File: src/rtl/mem_bus_arbiter.sv
// mem_bus_arbiter: shares one byte-wide memory port between an instruction
// fetch port (16-bit big-endian word, two byte reads) and a load/store port.
// Round-robin arbitration is done only in IDLE, and the grant is combinational.
//
// Ports:
//   clk, rst_n                         clock, async active-low reset
//   fetch_req/addr -> fetch_gnt        fetch request, address, accept pulse
//   fetch_valid, fetch_instr           completion pulse, fetched word
//   lsu_req/we/addr/wdata -> lsu_gnt   load/store request, accept pulse
//   lsu_done, lsu_rdata                completion pulse, load data
//   mem_addr/wdata/rdata/en/we         shared memory port
//   busy                               FSM not in IDLE
module mem_bus_arbiter #(
    parameter int unsigned MEM_LAT = 1
) (
    input  logic        clk,
    input  logic        rst_n,
    input  logic        fetch_req,
    input  logic [15:0] fetch_addr,
    output logic        fetch_gnt,
    output logic        fetch_valid,
    output logic [15:0] fetch_instr,
    input  logic        lsu_req,
    input  logic        lsu_we,
    input  logic [15:0] lsu_addr,
    input  logic [7:0]  lsu_wdata,
    output logic        lsu_gnt,
    output logic        lsu_done,
    output logic [7:0]  lsu_rdata,
    output logic [15:0] mem_addr,
    output logic [7:0]  mem_wdata,
    input  logic [7:0]  mem_rdata,
    output logic        mem_en,
    output logic        mem_we,
    output logic        busy
);

    localparam int unsigned AW = 16;
    localparam int unsigned DW = 8;
    localparam int unsigned CW = 3;

    typedef enum logic [2:0] {
        IDLE   = 3'd0,
        F_HI   = 3'd1,
        F_HI_W = 3'd2,
        F_LO   = 3'd3,
        F_LO_W = 3'd4,
        L_RD   = 3'd5,
        L_RD_W = 3'd6,
        L_WR   = 3'd7
    } state_t;

    state_t          state;
    state_t          state_nx;
    logic [CW-1:0]   cnt;
    logic            last_lsu;
    logic [AW-1:0]   addr_q;
    logic [DW-1:0]   wdata_q;
    logic [DW-1:0]   hi_q;
    logic            is_wait_c;
    logic            wait_last_c;

    assign is_wait_c   = (state == F_HI_W) || (state == F_LO_W) || (state == L_RD_W);
    assign wait_last_c = (cnt == CW'(MEM_LAT - 1));
    assign mem_addr    = addr_q;

    // State register
    always_ff @(posedge clk or negedge rst_n) begin
        if (!rst_n) begin
            state <= IDLE;
        end else begin
            state <= state_nx;
        end
    end

    // Next-state logic
    always_comb begin
        state_nx = state;
        case (state)
            IDLE: begin
                if (fetch_gnt) begin
                    state_nx = F_HI;
                end else if (lsu_gnt) begin
                    state_nx = lsu_we ? L_WR : L_RD;
                end
            end
            F_HI:    state_nx = F_HI_W;
            F_HI_W:  if (wait_last_c) state_nx = F_LO;
            F_LO:    state_nx = F_LO_W;
            F_LO_W:  if (wait_last_c) state_nx = IDLE;
            L_RD:    state_nx = L_RD_W;
            L_RD_W:  if (wait_last_c) state_nx = IDLE;
            L_WR:    state_nx = IDLE;
            default: state_nx = IDLE;
        endcase
    end

    // Output decode; grants are gated by rst_n so reset zeroes them too
    always_comb begin
        fetch_gnt = 1'b0;
        lsu_gnt   = 1'b0;
        mem_en    = 1'b0;
        mem_we    = 1'b0;
        mem_wdata = '0;
        busy      = (state != IDLE);
        case (state)
            IDLE: begin
                // Tie goes to whoever was not granted last
                fetch_gnt = rst_n && fetch_req && (!lsu_req || last_lsu);
                lsu_gnt   = rst_n && lsu_req && (!fetch_req || !last_lsu);
            end
            F_HI, F_LO, L_RD: begin
                mem_en = 1'b1;
            end
            L_WR: begin
                mem_en    = 1'b1;
                mem_we    = 1'b1;
                mem_wdata = wdata_q;
            end
            default: ;
        endcase
    end

    // Wait-state counter: counts 0..MEM_LAT-1 inside each *_W state
    always_ff @(posedge clk or negedge rst_n) begin
        if (!rst_n) begin
            cnt <= '0;
        end else if (is_wait_c && !wait_last_c) begin
            cnt <= cnt + CW'(1);
        end else begin
            cnt <= '0;
        end
    end

    // Request capture, address sequencing and round-robin flag
    always_ff @(posedge clk or negedge rst_n) begin
        if (!rst_n) begin
            addr_q   <= '0;
            wdata_q  <= '0;
            last_lsu <= 1'b1;
        end else if (fetch_gnt) begin
            addr_q   <= fetch_addr;
            last_lsu <= 1'b0;
        end else if (lsu_gnt) begin
            addr_q   <= lsu_addr;
            wdata_q  <= lsu_wdata;
            last_lsu <= 1'b1;
        end else if (state == F_HI_W && wait_last_c) begin
            // Second byte of the word; wraps 0xFFFF -> 0x0000
            addr_q <= addr_q + AW'(1);
        end
    end

    // Read data capture and completion pulses
    always_ff @(posedge clk or negedge rst_n) begin
        if (!rst_n) begin
            hi_q        <= '0;
            fetch_instr <= '0;
            fetch_valid <= 1'b0;
            lsu_rdata   <= '0;
            lsu_done    <= 1'b0;
        end else begin
            fetch_valid <= 1'b0;
            lsu_done    <= 1'b0;
            case (state)
                F_HI_W: if (wait_last_c) hi_q <= mem_rdata;
                F_LO_W: begin
                    if (wait_last_c) begin
                        fetch_instr <= {hi_q, mem_rdata};
                        fetch_valid <= 1'b1;
                    end
                end
                L_RD_W: begin
                    if (wait_last_c) begin
                        lsu_rdata <= mem_rdata;
                        lsu_done  <= 1'b1;
                    end
                end
                L_WR:    lsu_done <= 1'b1;
                default: ;
            endcase
        end
    end

endmodule

File: config.mk
export PLATFORM = sky130hd
export DESIGN_NAME = mem_bus_arbiter
export DESIGN_NICKNAME = d
export VERILOG_FILES = /design/src/rtl/mem_bus_arbiter.sv
export SDC_FILE = /design/constraint.sdc
export NUM_CORES = 1
export LEC_CHECK = 0
export ABC_AREA = 0
export BUFFER_PORTS_ARGS = -buffer_cell sky130_fd_sc_hd__buf_2
export CAP_MARGIN = 20
export CORE_UTILIZATION = 35
export DETAILED_ROUTE_END_ITERATION = 8
export PLACE_DENSITY = 0.64
export REMOVE_ABC_BUFFERS = 1
export SLEW_MARGIN = 15
export SYNTH_ARGS = -nofsm -noshare
export SYNTH_HDL_FRONTEND = slang
export SYNTH_SLANG_ARGS = --single-unit
File: constraint.sdc
create_clock -name clk -period 2.47 [get_ports clk]
set_input_delay 0.247 -clock clk [delete_from_list [all_inputs] [get_ports clk]]
set_output_delay 0.247 -clock clk [all_outputs]
set_load 0.01 [all_outputs]
* Yosys cells after proc, flatten, opt, wreduce, memory -nomap -nowiden
Index checks and enable logic that the tools add are counted.
W data, S select, Z words.
** Word-level totals
- Output and inout port bits :: 55
- Bits of input ports :: 53
- Register bits :: 65
- Logic and storage cells :: 69
** Operators by class
- Reduce and logical (&&, ||, !) cells :: 26
- Equal/unequal tests :: 10
- $add $sub $neg :: 2
- Muxes and demuxes :: 20
- Bitwise operators :: 1
** Operators by type and width (count)
- $mux W16 :: 3
- $pmux W3 S7 :: 1
- $add A16 B1 Y16 const B :: 1
- $mux W3 :: 5
- $eq A3 B3 Y1 const B :: 4
- $mux W1 :: 8
- $mux W8 :: 1
- $reduce_and A2 Y1 :: 4
- $eq A3 B2 Y1 const B :: 2
- $logic_and A1 B1 Y1 :: 6
- $logic_not A3 Y1 :: 2
- $reduce_bool A3 Y1 :: 2
- $logic_not A1 Y1 :: 4
- $logic_or A1 B1 Y1 :: 4
- $reduce_or A4 Y1 :: 1
- $add A3 B1 Y3 const B :: 1
- $eq A3 B1 Y1 const B :: 1
- $ne A3 B3 Y1 const B :: 1
- $reduce_and A3 Y1 :: 1
- $mux W2 :: 1
- $ne A2 B1 Y1 const B :: 1
- $ne A2 B2 Y1 const B :: 1
- $pmux W1 S2 :: 1
- $reduce_bool A2 Y1 :: 1
- 2 further kinds :: 2

* Depth between registers and ports, before layout
- Word-level depth :: 7
- Mapped depth :: 9
- Depth with buffers taken out :: 8

* Worst setup path before layout
OpenSTA, ideal clock, no wires.
- Path type :: register -> register
- Start :: register cnt[0]
- End :: register fetch_instr[7]
- Stages on the path, launching flop included :: 8
- Required time :: 2345 ps
- Setup time :: 125 ps
- Path slack :: 662 ps
- Path buffers :: 2
- Period minus slack after synthesis :: 1808 ps
- Arrival time :: 1683 ps
- Cell sequence :: dfrtp_1 inv_1 ha_1 nor2b_1 and3_1 buf_2 buf_6 mux2_2
** Between the ends
- Word-level cells in the longest chain between the ends :: 2
** RTL lines
- from (decl) :: RTL line 55 : logic [CW-1:0] cnt;
- from (signal assigned) :: RTL line 129 : cnt <= cnt + CW'(1);
- $logic_not A3 Y1 :: RTL line 64 : assign wait_last_c = (cnt == CW'(MEM_LAT - 1));
- $reduce_and A2 Y1 (no line)
- to (signal assigned) :: RTL line 169 : fetch_instr <= {hi_q, mem_rdata};
- to (decl) :: RTL line 22 : output logic [15:0] fetch_instr,
Every way passes these cells.
A chain may end at the register's enable or synchronous reset.

* Final worst setup path
- Start :: register cnt[0]
- End :: register addr_q[10], in the netlist mem_addr[10]
** Between the ends
- Word-level cells in the longest chain between the ends :: 3
** RTL lines
- $logic_not A3 Y1 :: RTL line 64
- $logic_and A1 B1 Y1 :: RTL line 148 : end else if (state == F_HI_W && wait_last_c) begin
- $reduce_bool A3 Y1 (no line)
- to (signal assigned) :: RTL line 142 : addr_q <= fetch_addr;
- to (signal assigned) :: RTL line 145 : addr_q <= lsu_addr;
- to (signal assigned) :: RTL line 150 : addr_q <= addr_q + AW'(1);
- to (decl) :: RTL line 57 : logic [AW-1:0] addr_q;
Every way passes these cells.

==> metrics.log <==
[metrics] cell-internal power: 3.01 mW
[metrics] final design utilization: 0.464
[metrics] Area contributors post-synth: sky130_fd_sc_hd__dfrtp_1, sky130_fd_sc_hd__mux2_2, sky130_fd_sc_hd__nand2_1
[metrics] wire length per cell: 15.5 um
[metrics] number of synthesized register bits: 65
[metrics] largest delay contributor family on the critical path: simple AND/OR/NAND/NOR gates
[metrics] power density cells: 1160 mW/mm^2
[metrics] sequence of cells on the critical path: inv_1 -> ha_1 -> nor2b_1 -> nand3_1 -> or2_2 -> o21ai_0 -> a21oi_1
[metrics] average instance area after synthesis: 10.5 sq um
[metrics] static leakage: 1.96 nW
[metrics] Skew-Pair Late Insertion Delay: 0.33 ns
[metrics] class of the tightest hold or removal check: in2reg
[metrics] time the worst path needs with I/O delays and setup: 2.23 ns
[metrics] Worst VDD drop: 0.000564 V
[metrics] DR DRC count: 11
[metrics] Yosys top cell by area: sky130_fd_sc_hd__dfrtp_1
[metrics] count of TritonRoute iterations in the first routing pass: 6
[metrics] Hold Fails Final Rpt: 0
[metrics] worst hold slack across all endpoints: 0.134 ns
[metrics] dominant register cell in the synthesized netlist: sky130_fd_sc_hd__dfrtp_1
[metrics] quantity of I/O buffers inserted on ports: 107
[metrics] Cell Count, Final, Fillers Out: 531
[metrics] NumNets Final: 475
[metrics] number of max-cap violations: 0
[metrics] fill cell instance count of the final layout: 843
[metrics] worst path arrival time: 2.44 ns
[metrics] most frequent standard cell in the layout excluding fill and tap cells: sky130_fd_sc_hd__buf_2
[metrics] Net Sw Frac: 0.365
[metrics] via count: 2841
[metrics] Netlist Area Pre-Place: 0.00325 sq mm
[metrics] share of cells above drive strength 1: 0.411
[metrics] start-to-end type of the worst setup path: reg2reg
[metrics] Final WS setup: 0.241 ns
[metrics] outcome: finished with violations
[metrics] source of the worst hold timing path: mem_rdata[1]
[metrics] share of synthesized registers carrying an async set or reset: 1.00
[metrics] pin count of the biggest net entering global routing: 43
[metrics] total number of clock tree sinks: 65
[metrics] Synth top area share: 0.493
[metrics] Num CTS Buffers: 9
[metrics] via count of the first global-routing pass: 2764
[metrics] number of antenna-violating nets in the routed design: 0
[metrics] depth of the worst register-to-register path: 7
[metrics] Tightest Pin Transition: 0.834 ns
[metrics] startpoint of the most critical register-to-register path: cnt[0]
[metrics] Syn-to-layout area delta: 26.3%
[metrics] number of cells on the worst hold path: 3
[metrics] clock-pin slew reported for the worst setup and hold paths after clock tree synthesis: 0.07 ns
[metrics] combinational group share of total power: 0.399
[metrics] CP Data Required Time: 2.68 ns
[metrics] Critical R2R Capture: mem_addr[10]
[metrics] failing checks: design-rule violations
[metrics] Syn Inst Count: 310
[metrics] number of diodes added for antenna fixing: 0
[metrics] post-synthesis cell type count: 50
[metrics] CP Max Fanout: 8
[metrics] flop2flop setup slack: 0.24 ns
[metrics] buffers plus inverters on the worst setup path: 1
[metrics] die span in x: 98.3 um
[metrics] RSZ-0062 raised after global routing: false
[metrics] grt total ovfl: 0
[metrics] first-pass GRT wire length: 13500 um
[metrics] CTS H-tree lvls: 3
[metrics] clock tree from TritonCTS: done
[metrics] post-DR vias/cell: 5.35
[metrics] area enclosed by the die boundary: 0.00967 sq mm
[metrics] number of max-slew violations in the final report: 0
[metrics] timing-limited maximum frequency: 0.449 GHz
[metrics] ratio of final minimum period to clock period: 0.902
[metrics] Clock Power Share: 0.202
[metrics] detailed-route wire length: 8230 um
[metrics] final HPWL from detailed placement: 6050 um
[metrics] master cell of the clock root buffer: sky130_fd_sc_hd__clkbuf_8
[metrics] Setup TNS Final: 0 ns
[metrics] top library cells by usage in the layout, fill and taps aside: sky130_fd_sc_hd__buf_2, sky130_fd_sc_hd__dfrtp_1, sky130_fd_sc_hd__nand2_1
[metrics] number of placement rows: 34
[metrics] slowest stage delay, CP: 0.46 ns
[metrics] number of synthesized flops with an enable pin: 0
[metrics] final weighted congestion in routability-driven placement: 0.857
[metrics] category of the worst setup path capture point: flip-flop
[metrics] placed cell count: 515
[metrics] Max clock buf depth: 2
[metrics] Top Ports: 108
[metrics] antenna violations before repair: 0
[metrics] destination of the worst hold path: hi_q[1]
[metrics] startpoint class of the critical path: flip-flop
[metrics] Chip Height: 98.3 um
[metrics] part of the total power dissipated in sequential elements: 0.400
[metrics] number of warnings issued by yosys: 0
[metrics] proportion of synthesized chip area in sequential cells: 0.501
[metrics] Iter 0 DRT Violations: 176
[metrics] placeable core region: 0.00885 sq mm
[metrics] worst clock skew on the final layout: 0.00512 ns
[metrics] buffers inserted during post-CTS setup optimization: 0
[metrics] effective utilization at floorplan: 0.367
[metrics] slowest stage cell on the critical path: sky130_fd_sc_hd__or2_2
[metrics] overall routing resource usage: 0.178
[metrics] endpoints failing setup: 0
[metrics] pre-CTS setup slack: 0.264 ns
[metrics] switching power summed over all nets: 1.73 mW
[metrics] Slew headroom: 0.440
==> timing repair <==
item / CTS / global route
endpoints found under the setup margin: 0 / 1
hold buffers: 1 / 0
hold endpoints to repair: 24 / 0
resized for setup: 0 / 1
==> metrics by stage <==
step / power (mW) / area (sq um)
2_1_floorplan: 3.02 / 3140
3_3_place_gp: 3.77 / 3880
3_5_place_dp: 3.82 / 3880
4_1_cts: 4.80 / 4100
5_1_grt: 5.07 / 4100
6_report: 4.74 / 4100
==> cell families after synthesis <==
| kind of cell | Yosys count | share of synthesized area |
|---|---|---|
| AO/OA/AOI/OAI | 75 | 0.160 |
| adder cells (fa/ha/maj) | 3 | 0.0116 |
| buffers and inverters | 25 | 0.0420 |
| flip-flops | 65 | 0.501 |
| multiplexers | 32 | 0.111 |
| AND/OR/NAND/NOR | 110 | 0.175 |
==> power by group through the flow <==
stage	Clock, mW	Combinational [mW]	Sequential, mW
floorplan	0	1.02	1.99
global placement	0	1.89	1.88
detailed placement	0	1.92	1.91
CTS	0.988	1.92	1.89
global route	1.02	2.09	1.96
finish	0.955	1.89	1.90
==> registers in the layout, indices dropped and copies added (netlist names) <==
name / flops
fetch_valid: 1
wdata_q: 8
lsu_rdata: 8
cnt: 3
mem_addr: 16
hi_q: 8
fetch_instr: 16
lsu_done: 1
state: 3
last_lsu: 1
==> cell usage after synthesis, types with 5 or more instances <==
master and count:
sky130_fd_sc_hd__a21oi_1 17, sky130_fd_sc_hd__a22oi_1 5, sky130_fd_sc_hd__and2_1 10, sky130_fd_sc_hd__and3_1 8, sky130_fd_sc_hd__buf_2 8, sky130_fd_sc_hd__clkbuf_1 5, sky130_fd_sc_hd__dfrtp_1 64, sky130_fd_sc_hd__mux2_2 32
sky130_fd_sc_hd__nand2_1 44, sky130_fd_sc_hd__nand3_1 14, sky130_fd_sc_hd__nor2_1 15, sky130_fd_sc_hd__o21a_1 7, sky130_fd_sc_hd__o21ai_0 13
==> routing by layer <==
layer  part of all wire  routed length, um  GRT usage  up-vias
met5                  0                  0          0        -
met4              0.020                163     0.0746        0
met3              0.082                674     0.0365       14
met2               0.47               3830      0.288      137
met1               0.43               3560      0.232     1358
li1                   -                  -          -     1332
==> worst reg2reg max path: cells and delay by family (launching register included) <==
family	cells	cell delay (ns)
and+or+nand+nor	3	1.15
DFF	1	0.40
AOI/OAI and AO/OA	2	0.29
adders and majority gates	1	0.18
buffers and inverters	1	0.07
==> how the worst max path moves through the flow <==
stage                      start      endpoint  slack (ns)  cells after the start
final                     cnt[0]  mem_addr[10]        0.24                      7
after CTS                  rst_n       lsu_gnt        0.07                      5
after detailed placement  cnt[0]  mem_addr[10]        0.26                      7
after floorplan           cnt[0]  mem_addr[14]        0.50                      7
after global placement    cnt[0]  mem_addr[14]        0.31                      7
after global routing      cnt[0]  mem_addr[14]        0.03                      7
==> area by class of cell <==
type                            instances  area, sq um  area share
Tap cell                              108          135      0.0329
Sequential cell                        65         1630       0.397
Clock buffer                           13          179      0.0436
Inverter                                6         23.8     0.00580
Multi-Input combinational cell        220         1490       0.362
Timing Repair Buffer                  117          616       0.150
Clock inverter                          2         35.0     0.00854
Power figures use the tool's default switching activity.
